===== config.mk =====
export PLATFORM = sky130hd
export DESIGN_NAME = fifo_push_arb_flat
export DESIGN_NICKNAME = d
export VERILOG_FILES = /design/src/rtl/fifo_push_arb_if.sv /design/src/rtl/fifo_push_arb.sv /design/src/flat_wrapper.sv
export SDC_FILE = /design/constraint.sdc
export NUM_CORES = 1
export LEC_CHECK = 0
export BUFFER_PORTS_ARGS = -buffer_cell sky130_fd_sc_hd__buf_2
export CORE_ASPECT_RATIO = 1.75
export CORE_UTILIZATION = 29
export DETAILED_ROUTE_END_ITERATION = 8
export PLACE_DENSITY = 0.69
export SYNTH_ARGS = -nofsm -noshare
export SYNTH_HDL_FRONTEND = slang
export SYNTH_SLANG_ARGS = --single-unit
export TNS_END_PERCENT = 1

===== constraint.sdc =====
create_clock -name clk -period 4.08 [get_ports clk]
set_clock_uncertainty 0.2 [all_clocks]
set_input_delay 0.612 -clock clk [delete_from_list [all_inputs] [get_ports clk]]
set_output_delay 0.612 -clock clk [all_outputs]
set_load 0.005 [all_outputs]

===== src/rtl/fifo_push_arb_if.sv =====
// fifo_push_arb_if: requester/FIFO push bundle
// master drives requests, slave returns grants
interface fifo_push_arb_if #(
  parameter int NUM_REQ = 4,
  parameter int DATA_W  = 32
);
  localparam int SRC_W = $clog2(NUM_REQ);

  logic [NUM_REQ-1:0]        req;
  logic [NUM_REQ-1:0]        last;
  logic [NUM_REQ*DATA_W-1:0] wdata;
  logic                      full_ff;
  logic [NUM_REQ-1:0]        gnt;
  logic                      push;
  logic [DATA_W-1:0]         push_data;
  logic [SRC_W-1:0]          push_src;
  logic                      err_len;

  modport master (
    output req, last, wdata, full_ff,
    input  gnt, push, push_data,
    input  push_src, err_len
  );

  modport slave (
    input  req, last, wdata, full_ff,
    output gnt, push, push_data,
    output push_src, err_len
  );
endinterface


===== src/rtl/fifo_push_arb.sv =====
// fifo_push_arb: packet-locking round-robin arbiter
// onto a single FIFO push port
module fifo_push_arb #(
  parameter int NUM_REQ   = 4,
  parameter int DATA_W    = 32,
  parameter int MAX_BEATS = 16
) (
  input  logic             clk,
  input  logic             rst,
  fifo_push_arb_if.slave   bus
);
  localparam int SRC_W = $clog2(NUM_REQ);
  localparam int CNT_W = $clog2(MAX_BEATS + 1);

  typedef enum logic {
    IDLE   = 1'b0,
    LOCKED = 1'b1
  } state_t;

  state_t             r_state;
  state_t             w_state_nxt;
  logic [SRC_W-1:0]   r_rr_ptr;
  logic [SRC_W-1:0]   w_rr_nxt;
  logic [SRC_W-1:0]   r_owner;
  logic [SRC_W-1:0]   w_owner_nxt;
  logic [CNT_W-1:0]   r_beat_cnt;
  logic [CNT_W-1:0]   w_cnt_nxt;
  logic [CNT_W-1:0]   w_cnt_inc;
  logic               r_err_len;
  logic               w_err_nxt;
  logic               w_found;
  logic [SRC_W-1:0]   w_win;
  logic [SRC_W-1:0]   w_src;
  logic [NUM_REQ-1:0] w_gnt;
  logic               w_push;
  logic [DATA_W-1:0]  w_data;

  function automatic logic [SRC_W-1:0] f_inc(
    input logic [SRC_W-1:0] i
  );
    if (i == SRC_W'(NUM_REQ - 1))
      return '0;
    return i + SRC_W'(1);
  endfunction

  assign w_cnt_inc = r_beat_cnt + CNT_W'(1);

  // State register; reset abandons any open packet
  always_ff @(posedge clk) begin
    if (rst) begin
      r_state    <= IDLE;
      r_rr_ptr   <= '0;
      r_owner    <= '0;
      r_beat_cnt <= '0;
      r_err_len  <= 1'b0;
    end else begin
      r_state    <= w_state_nxt;
      r_rr_ptr   <= w_rr_nxt;
      r_owner    <= w_owner_nxt;
      r_beat_cnt <= w_cnt_nxt;
      r_err_len  <= w_err_nxt;
    end
  end

  // Round-robin search from rr_ptr; lowest offset wins
  always_comb begin
    logic [SRC_W-1:0] idx;
    int v;
    w_found = 1'b0;
    w_win   = '0;
    idx     = '0;
    v       = 0;
    for (int k = NUM_REQ - 1; k >= 0; k--) begin
      v = int'(r_rr_ptr) + k;
      if (v >= NUM_REQ)
        v = v - NUM_REQ;
      idx = SRC_W'(v);
      if (bus.req[idx]) begin
        w_found = 1'b1;
        w_win   = idx;
      end
    end
  end

  // Next state: only a granted beat moves the FSM
  always_comb begin
    w_state_nxt = r_state;
    w_rr_nxt    = r_rr_ptr;
    w_owner_nxt = r_owner;
    w_cnt_nxt   = r_beat_cnt;
    w_err_nxt   = 1'b0;
    if (w_push) begin
      unique case (r_state)
        IDLE: begin
          if (bus.last[w_win]) begin
            w_rr_nxt = f_inc(w_win);
          end else begin
            w_state_nxt = LOCKED;
            w_owner_nxt = w_win;
            w_cnt_nxt   = CNT_W'(1);
          end
        end
        LOCKED: begin
          if (bus.last[r_owner]) begin
            w_state_nxt = IDLE;
            w_rr_nxt    = f_inc(r_owner);
            w_cnt_nxt   = '0;
          end else if (w_cnt_inc ==
                       CNT_W'(MAX_BEATS)) begin
            w_state_nxt = IDLE;
            w_rr_nxt    = f_inc(r_owner);
            w_cnt_nxt   = '0;
            w_err_nxt   = 1'b1;
          end else begin
            w_cnt_nxt = w_cnt_inc;
          end
        end
      endcase
    end
  end

  // Grant outputs; full or reset blocks every push
  always_comb begin
    w_gnt = '0;
    w_src = '0;
    if (!rst && !bus.full_ff) begin
      unique case (r_state)
        IDLE: begin
          if (w_found) begin
            w_gnt[w_win] = 1'b1;
            w_src        = w_win;
          end
        end
        LOCKED: begin
          if (bus.req[r_owner]) begin
            w_gnt[r_owner] = 1'b1;
            w_src          = r_owner;
          end
        end
      endcase
    end
  end

  assign w_push = |w_gnt;
  assign w_data = w_push ?
    bus.wdata[w_src*DATA_W +: DATA_W] : '0;

  assign bus.gnt       = w_gnt;
  assign bus.push      = w_push;
  assign bus.push_data = w_data;
  assign bus.push_src  = w_src;
  assign bus.err_len   = r_err_len;
endmodule


===== src/flat_wrapper.sv =====
// flat-port wrapper written by rule: the top's interface ports become plain ports
module fifo_push_arb_flat 
#(
  parameter int NUM_REQ   = 4,
  parameter int DATA_W    = 32,
  parameter int MAX_BEATS = 16
)
  (clk, rst, bus_req, bus_last, bus_wdata, bus_full_ff, bus_gnt, bus_push, bus_push_data, bus_push_src, bus_err_len);
  fifo_push_arb_if #(.NUM_REQ(NUM_REQ), .DATA_W(DATA_W)) bus_i ();
  input  logic clk;
  input  logic rst;
  input wire logic [$bits(bus_i.req)-1:0] bus_req;
  input wire logic [$bits(bus_i.last)-1:0] bus_last;
  input wire logic [$bits(bus_i.wdata)-1:0] bus_wdata;
  input wire logic [$bits(bus_i.full_ff)-1:0] bus_full_ff;
  output wire logic [$bits(bus_i.gnt)-1:0] bus_gnt;
  output wire logic [$bits(bus_i.push)-1:0] bus_push;
  output wire logic [$bits(bus_i.push_data)-1:0] bus_push_data;
  output wire logic [$bits(bus_i.push_src)-1:0] bus_push_src;
  output wire logic [$bits(bus_i.err_len)-1:0] bus_err_len;
  assign bus_i.req = bus_req;
  assign bus_i.last = bus_last;
  assign bus_i.wdata = bus_wdata;
  assign bus_i.full_ff = bus_full_ff;
  assign bus_gnt = bus_i.gnt;
  assign bus_push = bus_i.push;
  assign bus_push_data = bus_i.push_data;
  assign bus_push_src = bus_i.push_src;
  assign bus_err_len = bus_i.err_len;
  fifo_push_arb #(.NUM_REQ(NUM_REQ), .DATA_W(DATA_W), .MAX_BEATS(MAX_BEATS)) u_core (.clk(clk), .rst(rst), .bus(bus_i));
endmodule

# --- Word-level counts from Yosys, hierarchy flattened ---
# Cells that the tools add are included.
op_classes:
  shift: 1
  addsub: 10
  eq_ne: 6
  bitwise: 3
  n_mux: 69
  n_div: 0
  magnitude_cmp: 12
  multipliers: 0
  n_reduce_logical: 10
op_table:
  columns: ["cell", "count"]
  rows:
  - ["128-bit by 8-bit indexed part select with 32-bit output", 1]
  - ["2-bit two-way mux", 19]
  - ["32-bit two-way mux", 1]
  - ["1-bit two-way mux", 29]
  - ["2-bit by 3-bit < comparator with 1-bit output, second input constant", 6]
  - ["5-bit two-way mux", 3]
  - ["1-bit binary-select mux with 2-bit select", 7]
  - ["4-bit two-way mux", 3]
  - ["5-bit case mux with 2 select lines", 1]
  - ["3-bit greater-or-equal comparator, second input constant", 3]
  - ["2-bit case mux with 2 select lines", 2]
  - ["4-bit case mux with 2 select lines", 1]
  - ["4-bit OR reduction", 2]
  - ["2-bit by 1-bit subtractor with 2-bit output, second input constant", 4]
  - ["2-bit by 2-bit adder with 3-bit output, second input constant", 2]
  - ["3-bit AND reduction", 2]
  - ["5-bit by 1-bit adder with 5-bit output, second input constant", 1]
  - ["5-bit == test, second input constant", 1]
  - ["2-bit by 1-bit adder with 2-bit output, second input constant", 2]
  - ["1-bit demux with 2-bit select", 2]
  - ["2-bit == test, second input constant", 2]
  - ["2-bit by 1-bit greater-or-equal comparator with 1-bit output, second input constant", 2]
  - ["2-bit by 1-bit adder with 3-bit output, second input constant", 1]
  - ["2-bit by 3-bit greater-or-equal comparator with 1-bit output, second input constant", 1]
  - ["other kinds (8)", 13]
totals:
  ramBits: 0
  in_bits: 139
  latch_bits: 0
  romBits: 0
  memories: 0
  reg_bits: 11

# --- Longest topological paths before layout ---
# Gate-level depths: netlist of the first run.
depth:
  depth_word: 22
  depth_mapped: 12
  mapped_depth_nobuf: 12

# --- Worst setup path before layout of the first run ---
# No wires, ideal clock.
synth_timing:
  path_type: "input -> output"
  start: "input bus_req[2]"
  end: "output bus_push_data[21]"
  cell_stages: 11
  arrival_time_ps: 2937
  t_required_ps: 3268
  setup_slack_ps: 331
  cell_sequence: "nor2b_1 or4b_4 and2_4 ha_1 nor4_1 nor3_1 o21ai_1 inv_1 nand2_1 clkbuf_1 o22ai_1"
synth_between:
  elab_chain_len: 15
  elab_cells_between_ends: 34
  classes_between: "2 x order compare; 1 x shift; 29 x mux; 2 x reduce/logical"
synth_rtl:
  columns: ["element", "line_no", "source"]
  rows:
  - ["start: declaration", "flat_wrapper.sv:12", "input wire logic [$bits(bus_i.req)-1:0] bus_req;"]
  - ["1-bit binary-select mux with 2-bit select", "fifo_push_arb.sv:78", "if (bus.req[idx]) begin"]
  - ["1-bit two-way mux (not written as such)", "fifo_push_arb.sv:78", null]
  - ["2-bit two-way mux (4 in series)", "fifo_push_arb.sv:78", null]
  - ["2-bit by 3-bit < comparator with 1-bit output (not written as such) or 2-bit by 1-bit greater-or-equal comparator with 1-bit output (tied branches)", "fifo_push_arb.sv:130", "w_gnt[w_win] = 1'b1;"]
  - ["1-bit logical AND (not written as such)", "fifo_push_arb.sv:130", null]
  - ["1-bit two-way mux (not written as such)", "fifo_push_arb.sv:130", null]
  - ["1-bit demux with 2-bit select", null, null]
  - ["4-bit two-way mux", "fifo_push_arb.sv:129", "if (w_found) begin"]
  - ["4-bit case mux with 2 select lines (*)", "fifo_push_arb.sv:127", "unique case (r_state)"]
  - ["4-bit two-way mux (*)", "fifo_push_arb.sv:126", "if (!rst && !bus.full_ff) begin"]
  - ["4-bit OR reduction (*)", "fifo_push_arb.sv:144", "assign w_push = |w_gnt;"]
  - ["via bus_push", "flat_wrapper.sv:17", "output wire logic [$bits(bus_i.push)-1:0] bus_push;"]
  - ["32-bit two-way mux (*)", "fifo_push_arb.sv:145", "assign w_data = w_push ?"]
  - ["end: declaration", "flat_wrapper.sv:18", "output wire logic [$bits(bus_i.push_data)-1:0] bus_push_data;"]
# The timed path passes the listed nets; every way through them passes the cells marked *. The select of a mux whose other input is x is not followed.

# --- Worst setup path in the final report of the first run ---
layout_timing:
  start: "input bus_req[2]"
  end: "output bus_push_data[0]"
layout_between:
  elab_chain_len: 15
  elab_cells_between_ends: 34
  classes_between: "2 x order compare; 1 x shift; 29 x mux; 2 x reduce/logical"
layout_rtl:
  columns: ["element", "line_no", "source"]
  rows:
  - ["1-bit binary-select mux with 2-bit select", "fifo_push_arb.sv:78", null]
  - ["1-bit two-way mux (not written as such)", "fifo_push_arb.sv:78", null]
  - ["2-bit two-way mux (3 in series)", "fifo_push_arb.sv:78", null]
  - ["2-bit two-way mux (*)", "fifo_push_arb.sv:78", null]
  - ["via u_core.w_win[0]", "fifo_push_arb.sv:32", "logic [SRC_W-1:0] w_win;"]
  - ["2-bit by 3-bit < comparator with 1-bit output (not written as such) or 2-bit by 1-bit greater-or-equal comparator with 1-bit output (tied branches)", "fifo_push_arb.sv:130", null]
  - ["1-bit logical AND (not written as such)", "fifo_push_arb.sv:130", null]
  - ["1-bit two-way mux (not written as such)", "fifo_push_arb.sv:130", null]
  - ["1-bit demux with 2-bit select", null, null]
  - ["4-bit two-way mux", "fifo_push_arb.sv:129", null]
  - ["4-bit case mux with 2 select lines", "fifo_push_arb.sv:127", null]
  - ["4-bit two-way mux", "fifo_push_arb.sv:126", null]
  - ["4-bit OR reduction", "fifo_push_arb.sv:144", null]
  - ["32-bit two-way mux (*)", "fifo_push_arb.sv:145", null]
# Marked as above.

==> results of run 1 <==
-- worst register-to-register path: cells and delay by family (launching register included) --
kind / cells / cell delay [ns]
AND/OR/NAND/NOR: 6 / 1.57
adder cells (fa/ha/maj): 1 / 0.19
AO/OA/AOI/OAI: 3 / 0.44
flip-flops: 1 / 0.34
buffers and inverters: 3 / 0.33
-- Yosys cell counts (all sizes together) --
cell,count,area share [%]
dfxtp,11,12
a21boi,1,0.40
o21ai,6,1.6
a31oi,2,0.66
clkbuf,3,0.59
nor3,2,0.53
nand3b,1,0.40
o22ai,34,12
nand3,4,1.1
o2bb2ai,2,0.92
and3,2,0.66
clkinv,1,0.26
nand4,1,0.33
nand2b,2,0.66
inv,7,1.4
and2,3,1.1
or4,1,0.40
nor2,15,3.0
or2,1,0.33
o31ai,1,0.40
mux4,1,1.2
o41a,1,0.59
or4b,1,0.72
nor4,2,0.66
o32ai,1,0.86
nand2,10,2.0
a22oi,4,1.6
a211o,2,1.1
a22o,3,1.4
or3,3,0.99
buf,13,3.7
a21oi,11,3.3
nor2b,6,2.0
ha,9,5.9
mux2i,69,36
-- layout make-up --
type                       instances  area (um2)
multi-input combinational        201        1599
sequential                        11       220.2
tap                               80       100.1
fill                             654        3279
clock buffer                       4       45.04
timing repair buffer             185       980.9
inverter                           8       31.28
antenna                            8       20.02
-- flip-flops by register name, summed over array words and instances (netlist names) --
signal              cells
u_core.r_beat_cnt       5
u_core.r_owner          2
u_core.r_rr_ptr         2
u_core.bus.err_len      1
u_core.r_state          1
-- worst max-delay path by stage --
stage	start	endpoint	slack (ns)
after global placement	bus_req[2]	bus_push_data[30]	0.20
after detailed placement	bus_req[2]	bus_push_data[0]	0.12
final	bus_req[2]	bus_push_data[0]	0.15
after floorplan	bus_req[2]	bus_push_data[21]	0.33
after CTS	bus_req[2]	bus_push_data[0]	0.11
after global routing	bus_req[2]	bus_push_data[7]	0.005
-- power groups by stage --
stage	sequential [uW]	combinational, uW	clock [uW]
final	119	286	111
after floorplan	117	152	0
after global placement	121	274	0
after global routing	120	315	121
after CTS	119	279	113
after detailed placement	121	278	0
-- what timing repair did --
action / CTS / global route
resized for setup: 0 / 5
hold buffers: 0 / 0
buffers inserted: 0 / 2
endpoints found under the setup margin: 0 / 13
-- stage by stage --
stage	setup slack, ns	hold slack [ns]
finish	0.1503	0.3025
global route	0.005098	0.3289
CTS	0.1072	0.3061
detailed placement	0.1221	0.2993
global placement	0.1976	0.2846
floorplan	0.3314	0.2673
-- kinds of logic after synthesis --
logic type      synth area share (%)
flops                          11.59
mux                            37.55
buf+inv                        5.928
simple gates                   14.76
compound gates                 24.24
fa+ha+maj                      5.929
-- metal layers --
layer | routed length (um) | up-vias | track usage, %
met5 | 27 | - | 0
met4 | 81 | 4 | 3.896
met3 | 1218 | 12 | 12.76
met2 | 3921 | 148 | 41.94
met1 | 2740 | 1137 | 20.50
li1 | - | 1272 | -
==> results.yml, run 1 <==
clocking:
  cts.clk_slew.worst_paths_ns: 0.05
  tritoncts: "yes"
  numCtsBuffers: 3
  clock_sinks: 11
  clock-root-buffer: "clkbuf_8"
  cts-htree-levels: 1
  clock_latency_ns: 0.24
  clockBufferDepth: 2
setup_path:
  arrival_ns: 3.12
  end_kind: "output pin"
  cpPeakStageDelay_ns: 0.55
  rr_startpoint: "u_core.r_rr_ptr[0]"
  crit_buf_inv: 5
  cp_common_cell: "buf_2"
  critical_path_class: "in2out"
  reg2reg_setup_slack_ns: 0.95
  worstPathRequired_ns: 3.27
  rr_worst_depth: 13
  crit_fanout: 32
  start_kind: "primary input"
  r2r-end: "u_core.r_rr_ptr[1]"
  crit_slowest_cell: "or4b_4"
  crit_chain: "buf_2 -> nor2b_1 -> or4b_4 -> and2_4 -> clkinv_2 -> ha_2 -> nor4_1 -> nor3_1 -> o21ai_1 -> inv_1 -> nand2_1 -> buf_12 -> o22ai_2 -> buf_2"
  critical_path_depth: 14
  path_delay_family: "simple AND/OR/NAND/NOR gates"
run:
  max_cap_violations: 0
die:
  io_pins: 179
  dieArea_um2: 6890
  initial_core_util_pct: 30.26
  die_h_um: 109.1
  die_width_um: 63.18
  coreArea_um2: 6276
  placementRows: 38
timing:
  period_share_pct: 96.32
  setup_tns_ns: 0
  hold_viol_final: 0
  grt_setup_unrepaired: "no"
  slew_violations: 0
  timing.final.crit_period_ns: 3.930
  max_freq_mhz: 254.5
  worstMarginPinSlew_ns: 0.6729
  setup_viol: 0
  slew_headroom_pct: 54.75
route:
  first_pass_iters: 4
  drt-initial-drc-count: 111
  ant_nets: 0
  dr_total_vias: 2573
  wl_per_cell_um: 16.07
  viasPerCell: 5.177
  routed_wirelength_um: 7989
  route.detailed.drc: 0
yosys:
  syn_nets: 384
  ys_seq_area_share_pct: 11.59
  ys_ff_latch: 11
  netlist_instances: 236
  yosys_warnings: 0
  synthesis.area_um2: 1899
  syn_avg_cell_area_um2: 8.048
  ys_types: 41
finish:
  fin_cells: 497
  design_area_um2: 2997
  layout_commonest_cell: "buf_2"
  synthToLayoutAreaGrowth_pct: 57.77
  utilization_pct: 47.75
  drive_above_1_share_pct: 50.37
  final_nets: 558
  final_cell_mix: "buf_2 (178), mux2i_1 (69), o22ai_1 (30), nor2_1 (15), dfxtp_1 (11)"
placement:
  dp_hpwl_um: 6692
  place_inst: 483
  gp_congestion: 0.9595
  port-buffer-count: 178
  placed_cell_area_um2: 2892
power_and_ir_drop:
  comb_power_share_pct: 55.3
  power.density_nw_per_um2: 172.4
  p_seq_share_pct: 23.1
  p_leak_uw: 0.001881
  p_int_uw: 328.8
  vdd_drop_max_mv: 0.2080
  pwr-share-clk_pct: 21.6
  power_switching_share_pct: 36.37
  switching_power_uw: 187.9
  p_total_uw: 516.7
global_routing:
  antenna_found_initial: 10
  grt_pass1_wl_um: 11970
  grt-ovfl-total: 0
  grt_usage_pct: 22.17
  grt_pass1_vias: 2408
  grt_max_degree: 47
worst_hold_path:
  hold_depth: 2
  worst_hold_path.endpoint: "u_core.r_rr_ptr[0]"
  hp-class: "reg2reg"
  min_from: "u_core.r_rr_ptr[0]"
outcome:
  status: "finished, final reports clean"
Power figures use the tool's default switching activity.
==> run 2: changes to the inputs <==
Settings changed: RECOVER_POWER set to 50.
==> run 2 against run 1 <==
Against the previous run:
- clock power barely moved
- critical path depth did not move
- utilization fell by 0.30 points
- cell area fell by 0.63%
- flip-flop and latch count did not move
- sequential share of layout area barely moved
- hold slack improved by 0.0019 ns
- setup slack improved by 0.0066 ns
- die area did not move
- first-iteration DRC count fell by 9.0%
- critical path type unchanged
- largest cell class unchanged
- largest power group unchanged
==> results.yml, run 2 (same netlist as run 1, synthesis figures left out) <==
outcome:
  status: "finished, final reports clean"
finish:
  largest_reg_flops: 5
  top_regs: "u_core.r_beat_cnt: 5 flops, u_core.r_owner: 2 flops, u_core.r_rr_ptr: 2 flops"
  synthToLayoutAreaGrowth_pct: 56.79
  top_register: "u_core.r_beat_cnt"
  drive_above_1_share_pct: 48.17
  layout_commonest_cell: "buf_2"
  multi_input_area_um2: 1592
  design_area_um2: 2978
  fillCellCount: 660
  final_cell_mix: "buf_2 (171), mux2i_1 (69), o22ai_1 (30), nor2_1 (15)"
  final_nets: 558
  regArea_um2: 220.2
power_and_ir_drop:
  vdd_drop_max_mv: 0.2110
  p_leak_uw: 0.001852
  power.density_nw_per_um2: 172.6
die:
  initial_core_util_pct: 30.26
  die_h_um: 109.1
  die_width_um: 63.18
  coreArea_um2: 6276
  io_pins: 179
  placementRows: 38
  dieArea_um2: 6890
timing:
  grt_setup_unrepaired: "no"
  setup_tns_ns: 0
  max_freq_mhz: 254.9
  hold_viol_final: 0
  setup_viol: 0
  slew_violations: 0
  timing.final.crit_period_ns: 3.923
  worstMarginPinSlew_ns: 0.6682
  period_share_pct: 96.15
  slew_headroom_pct: 55.07
setup_path:
  arrival_ns: 3.11
  worstPathRequired_ns: 3.27
  reg2reg_setup_slack_ns: 0.93
  rr_worst_depth: 13
  rr_startpoint: "u_core.r_rr_ptr[0]"
  critical_path_class: "in2out"
  cpPeakStageDelay_ns: 0.55
  end_kind: "output pin"
  start_kind: "primary input"
  crit_buf_inv: 5
  crit_chain: "clkbuf_1 -> nor2b_1 -> or4b_4 -> and2_4 -> clkinv_2 -> ha_2 -> nor4_1 -> nor3_1 -> o21ai_1 -> inv_1 -> nand2_1 -> buf_12 -> o22ai_2 -> buf_2"
  r2r-end: "u_core.r_rr_ptr[1]"
  crit_fanout: 32
  crit_slowest_cell: "or4b_4"
  path_delay_family: "simple AND/OR/NAND/NOR gates"
worst_hold_path:
  hold_depth: 2
  hp-class: "reg2reg"
  worst_hold_path.endpoint: "u_core.r_rr_ptr[0]"
  min_from: "u_core.r_rr_ptr[0]"
clocking:
  cts.clk_slew.worst_paths_ns: 0.05
  ctsHoldBuffers: 0
  cts-htree-levels: 1
  tritoncts: "yes"
  numCtsBuffers: 3
  clock_sinks: 11
  clock-root-buffer: "clkbuf_8"
  clock_latency_ns: 0.24
  clockBufferDepth: 2
global_routing:
  antenna_found_initial: 10
  grt_max_degree: 47
  grt_usage_pct: 22.17
  grt_pass1_wl_um: 11970
  grt_pass1_vias: 2408
  grt-ovfl-total: 0
route:
  routed_wirelength_um: 7962
  ant_nets: 0
  dr_total_vias: 2530
  wl_per_cell_um: 16.02
  first_pass_iters: 4
  drt-initial-drc-count: 101
  route.detailed.drc: 0
  viasPerCell: 5.091
placement:
  placed_cell_area_um2: 2892
  port-buffer-count: 178
  gp_congestion: 0.9595
  dp_hpwl_um: 6692
run:
  max_cap_violations: 0
## run 2: cell types whose count changed in the layout (fill, tap and decap cells not counted)
cell and change:
and2_0 +1, buf_4 -2, a21oi_1 +2, clkbuf_1 +7, clkbuf_2 +1, and2_1 -1
clkbuf_4 +1, a21oi_2 -2, buf_2 -7
## run 2: layout make-up
cell class,count,area share [%]
diodes,8,0.6723
clock buffers,4,1.513
inverters,8,1.050
multi-input cells,201,53.45
flip-flops and latches,11,7.395
well taps,80,3.361
repair buffers,185,32.56
## run 2: routing by layer
| metal | up-vias | part of all wire [%] | track usage, % |
|---|---|---|---|
| li1 | 1272 | - | - |
| met1 | 1110 | 34 | 20.50 |
| met2 | 133 | 50 | 41.94 |
| met3 | 11 | 14 | 12.76 |
| met4 | 4 | 0.98 | 3.896 |
| met5 | - | 0.34 | 0 |
## run 2: per-stage QoR
stage	util [%]	worst slack (ns)	instances	hold WS, ns	power, uW
global placement	46.07	0.1976	483	0.2846	394.4
floorplan	-	0.3314	236	0.2673	269.1
CTS	46.79	0.1072	487	0.3061	511.3
finish	47.45	0.1569	497	0.3043	513.9
global route	47.37	0.007159	495	0.3289	552.3
detailed placement	46.07	0.1221	483	0.2993	399.3
## run 2: worst max-delay path by stage
stage | startpoint | end | cells after the start
4_1_cts | bus_req[2] | bus_push_data[0] | 14
2_1_floorplan | bus_req[2] | bus_push_data[21] | 11
5_1_grt | bus_req[2] | bus_push_data[18] | 14
6_report | bus_req[2] | bus_push_data[0] | 14
3_5_place_dp | bus_req[2] | bus_push_data[0] | 14
3_3_place_gp | bus_req[2] | bus_push_data[30] | 13
## run 2: worst min-delay path: stages, from the launching register on
cell	delay (ns)
dfxtp_1	0.31
o21ai_0	0.07
a21oi_1	0.07
## run 2: where the power goes
part           internal, uW  total (uW)  switching (uW)
logic                   146         282             136
clock network          68.8         112            43.5
registers               112         119            7.46
total                   327         514             187
## run 2: repair_timing
action,4_1_cts,5_1_grt
setup endpoints to repair,0,13
setup buffers,0,2
resized for setup,0,5
==> run 3: changes to the inputs <==
Settings changed: CORE_MARGIN set to 2, SLEW_MARGIN set to 15.
==> run 3 against run 2 <==
Against the previous run:
- sequential share of layout area is essentially flat
- cell area shrank 0.17%
- hold slack lost 0.012 ns
- combinational power is 2% lower
- maximum frequency up 1.7%
- final cell count fell by 1.2%
- global-route usage is 2.6 points lower
- setup slack gained 0.067 ns
- flip-flop and latch count unchanged
- clock power grew 64%
- critical path type unchanged
- largest cell class unchanged
- largest power group unchanged
- highest routed layer unchanged
==> results.yml, run 3 (same netlist as run 1, synthesis figures left out) <==
finish:
  fin_cells: 491
  drive_above_1_share_pct: 47.30
  largest_reg_flops: 5
  layout_commonest_cell: "buf_2"
  design_area_um2: 2973
  final_cell_mix: "buf_2 (169), mux2i_1 (69), o22ai_1 (33), nor2_1 (15)"
  synthToLayoutAreaGrowth_pct: 56.52
  utilization_pct: 46.15
  top_register: "u_core.r_beat_cnt"
  top_regs: "u_core.r_beat_cnt: 5 flops, u_core.r_owner: 2 flops, u_core.r_rr_ptr: 2 flops"
  final_nets: 557
global_routing:
  grt_max_degree: 33
  antenna_found_initial: 4
  grt_pass1_wl_um: 11430
  grt-ovfl-total: 0
  grt_usage_pct: 19.53
  grt_pass1_vias: 2493
setup_path:
  crit_buf_inv: 4
  crit_fanout: 32
  critical_path_class: "in2out"
  start_kind: "primary input"
  path_delay_family: "simple AND/OR/NAND/NOR gates"
  crit_slowest_cell: "or4_1"
  cp_common_cell: "buf_2"
  arrival_ns: 3.04
  cpPeakStageDelay_ns: 0.56
  end_kind: "output pin"
  worstPathRequired_ns: 3.27
  crit_chain: "buf_2 -> nor2b_1 -> or4_1 -> and2_4 -> ha_1 -> nor4_2 -> nor3_2 -> o21ai_1 -> inv_1 -> nand2_1 -> buf_12 -> o22ai_1 -> buf_2"
timing:
  worstMarginPinSlew_ns: 0.6502
  slew_violations: 0
  grt_setup_unrepaired: "no"
  setup_tns_ns: 0
  timing.hold.ws_ns: 0.2926
  slew_headroom_pct: 56.28
  setup_viol: 0
  period_share_pct: 94.50
  hold_viol_final: 0
  timing.final.crit_period_ns: 3.856
  max_freq_mhz: 259.4
power_and_ir_drop:
  pwr-share-clk_pct: 31.7
  switching_power_uw: 194.6
  p_seq_share_pct: 20.6
  comb_power_share_pct: 47.7
  power.density_nw_per_um2: 195.1
  p_int_uw: 385.4
  vdd_drop_max_mv: 0.3040
  power_switching_share_pct: 33.56
  p_leak_uw: 0.001860
clocking:
  clockBufferDepth: 2
  cts-htree-levels: 1
  cts_setup_buffers: 0
  clock_latency_ns: 0.24
  tritoncts: "yes"
  numCtsBuffers: 3
  cts.clk_slew.worst_paths_ns: 0.04
  clock-root-buffer: "clkbuf_16"
  clock_sinks: 11
worst_hold_path:
  hp-class: "reg2reg"
route:
  routed_wirelength_um: 7479
  drt-initial-drc-count: 68
  route.detailed.drc: 0
  viasPerCell: 5.212
  wl_per_cell_um: 15.23
  dr_total_vias: 2559
  ant_nets: 0
  first_pass_iters: 4
placement:
  placed_cell_area_um2: 2902
  dp_hpwl_um: 6136
  place_inst: 486
  port-buffer-count: 178
  gp_congestion: 0.8642
die:
  initial_core_util_pct: 29.49
  dieArea_um2: 7238
  io_pins: 179
  coreArea_um2: 6441
  die_width_um: 65.18
  die_h_um: 111.1
  placementRows: 39
outcome:
  status: "finished, final reports clean"
run:
  max_cap_violations: 0
## run 3: cell types whose count changed in the layout (fill, tap and decap cells not counted), sizes merged
cell,delta
diode,-7
buf,-3
clkbuf,+1
clkinv,+1
## run 3: area by class of cell
type | instances | area (um2)
multi-input cells | 201 | 1578
diodes | 1 | 2.502
inverters | 8 | 31.28
well taps | 82 | 102.6
clock inverters | 1 | 5.005
repair buffers | 184 | 958.4
fillers | 686 | 3468
clock buffers | 3 | 75.07
flip-flops and latches | 11 | 220.2
## run 3: path summary, 6_finish.rpt
kind / depth (start not counted) / endpoint / start / slack [ns]
worst max-delay path: 13 / bus_push_data[8] / bus_req[0] / 0.22
worst min-delay path: 2 / u_core.r_rr_ptr[0] / u_core.r_rr_ptr[0] / 0.29
worst max register to register: 12 / u_core.r_rr_ptr[1] / u_core.r_rr_ptr[0] / 1.19
worst min register to register: 2 / u_core.r_rr_ptr[0] / u_core.r_rr_ptr[0] / 0.29
## run 3: stage by stage
stage          setup WS (ns)  total power [uW]
2_1_floorplan         0.3314             269.1
3_3_place_gp          0.2336             392.5
3_5_place_dp          0.1804             397.6
4_1_cts               0.1556             582.6
5_1_grt              0.03646             612.8
6_report              0.2242             580.0
## run 3: timing repair
item	in CTS	in global routing
hold buffers	0	0
setup endpoints to repair	0	32
resized for setup	0	2
endpoints found under the hold margin	0	0
## run 3: worst reg2reg max path: stages (launching register included)
cell      delay [ns]
dfxtp_1         0.34
nor2b_1         0.07
or4b_4          0.55
and2_4          0.19
clkinv_2        0.08
ha_1            0.19
nor4_2          0.06
nor3_2          0.17
o21ai_1         0.12
inv_1           0.14
o31ai_1         0.17
or3_1           0.38
a31oi_1         0.16
## run 3: power by group through the flow
stage          clock network, uW  logic, uW  registers, uW
6_report                     184        276            120
5_1_grt                      188        304            120
4_1_cts                      185        278            119
3_5_place_dp                   0        276            121
3_3_place_gp                   0        272            121
2_1_floorplan                  0        152            117
## run 3: per-layer routing
metal	GRT usage [%]	vias up	wire length, um
li1	-	1259	-
met2	37.07	119	3957
met5	0	-	27
met4	6.944	4	180
met1	18.98	1157	2530
met3	5.990	20	782
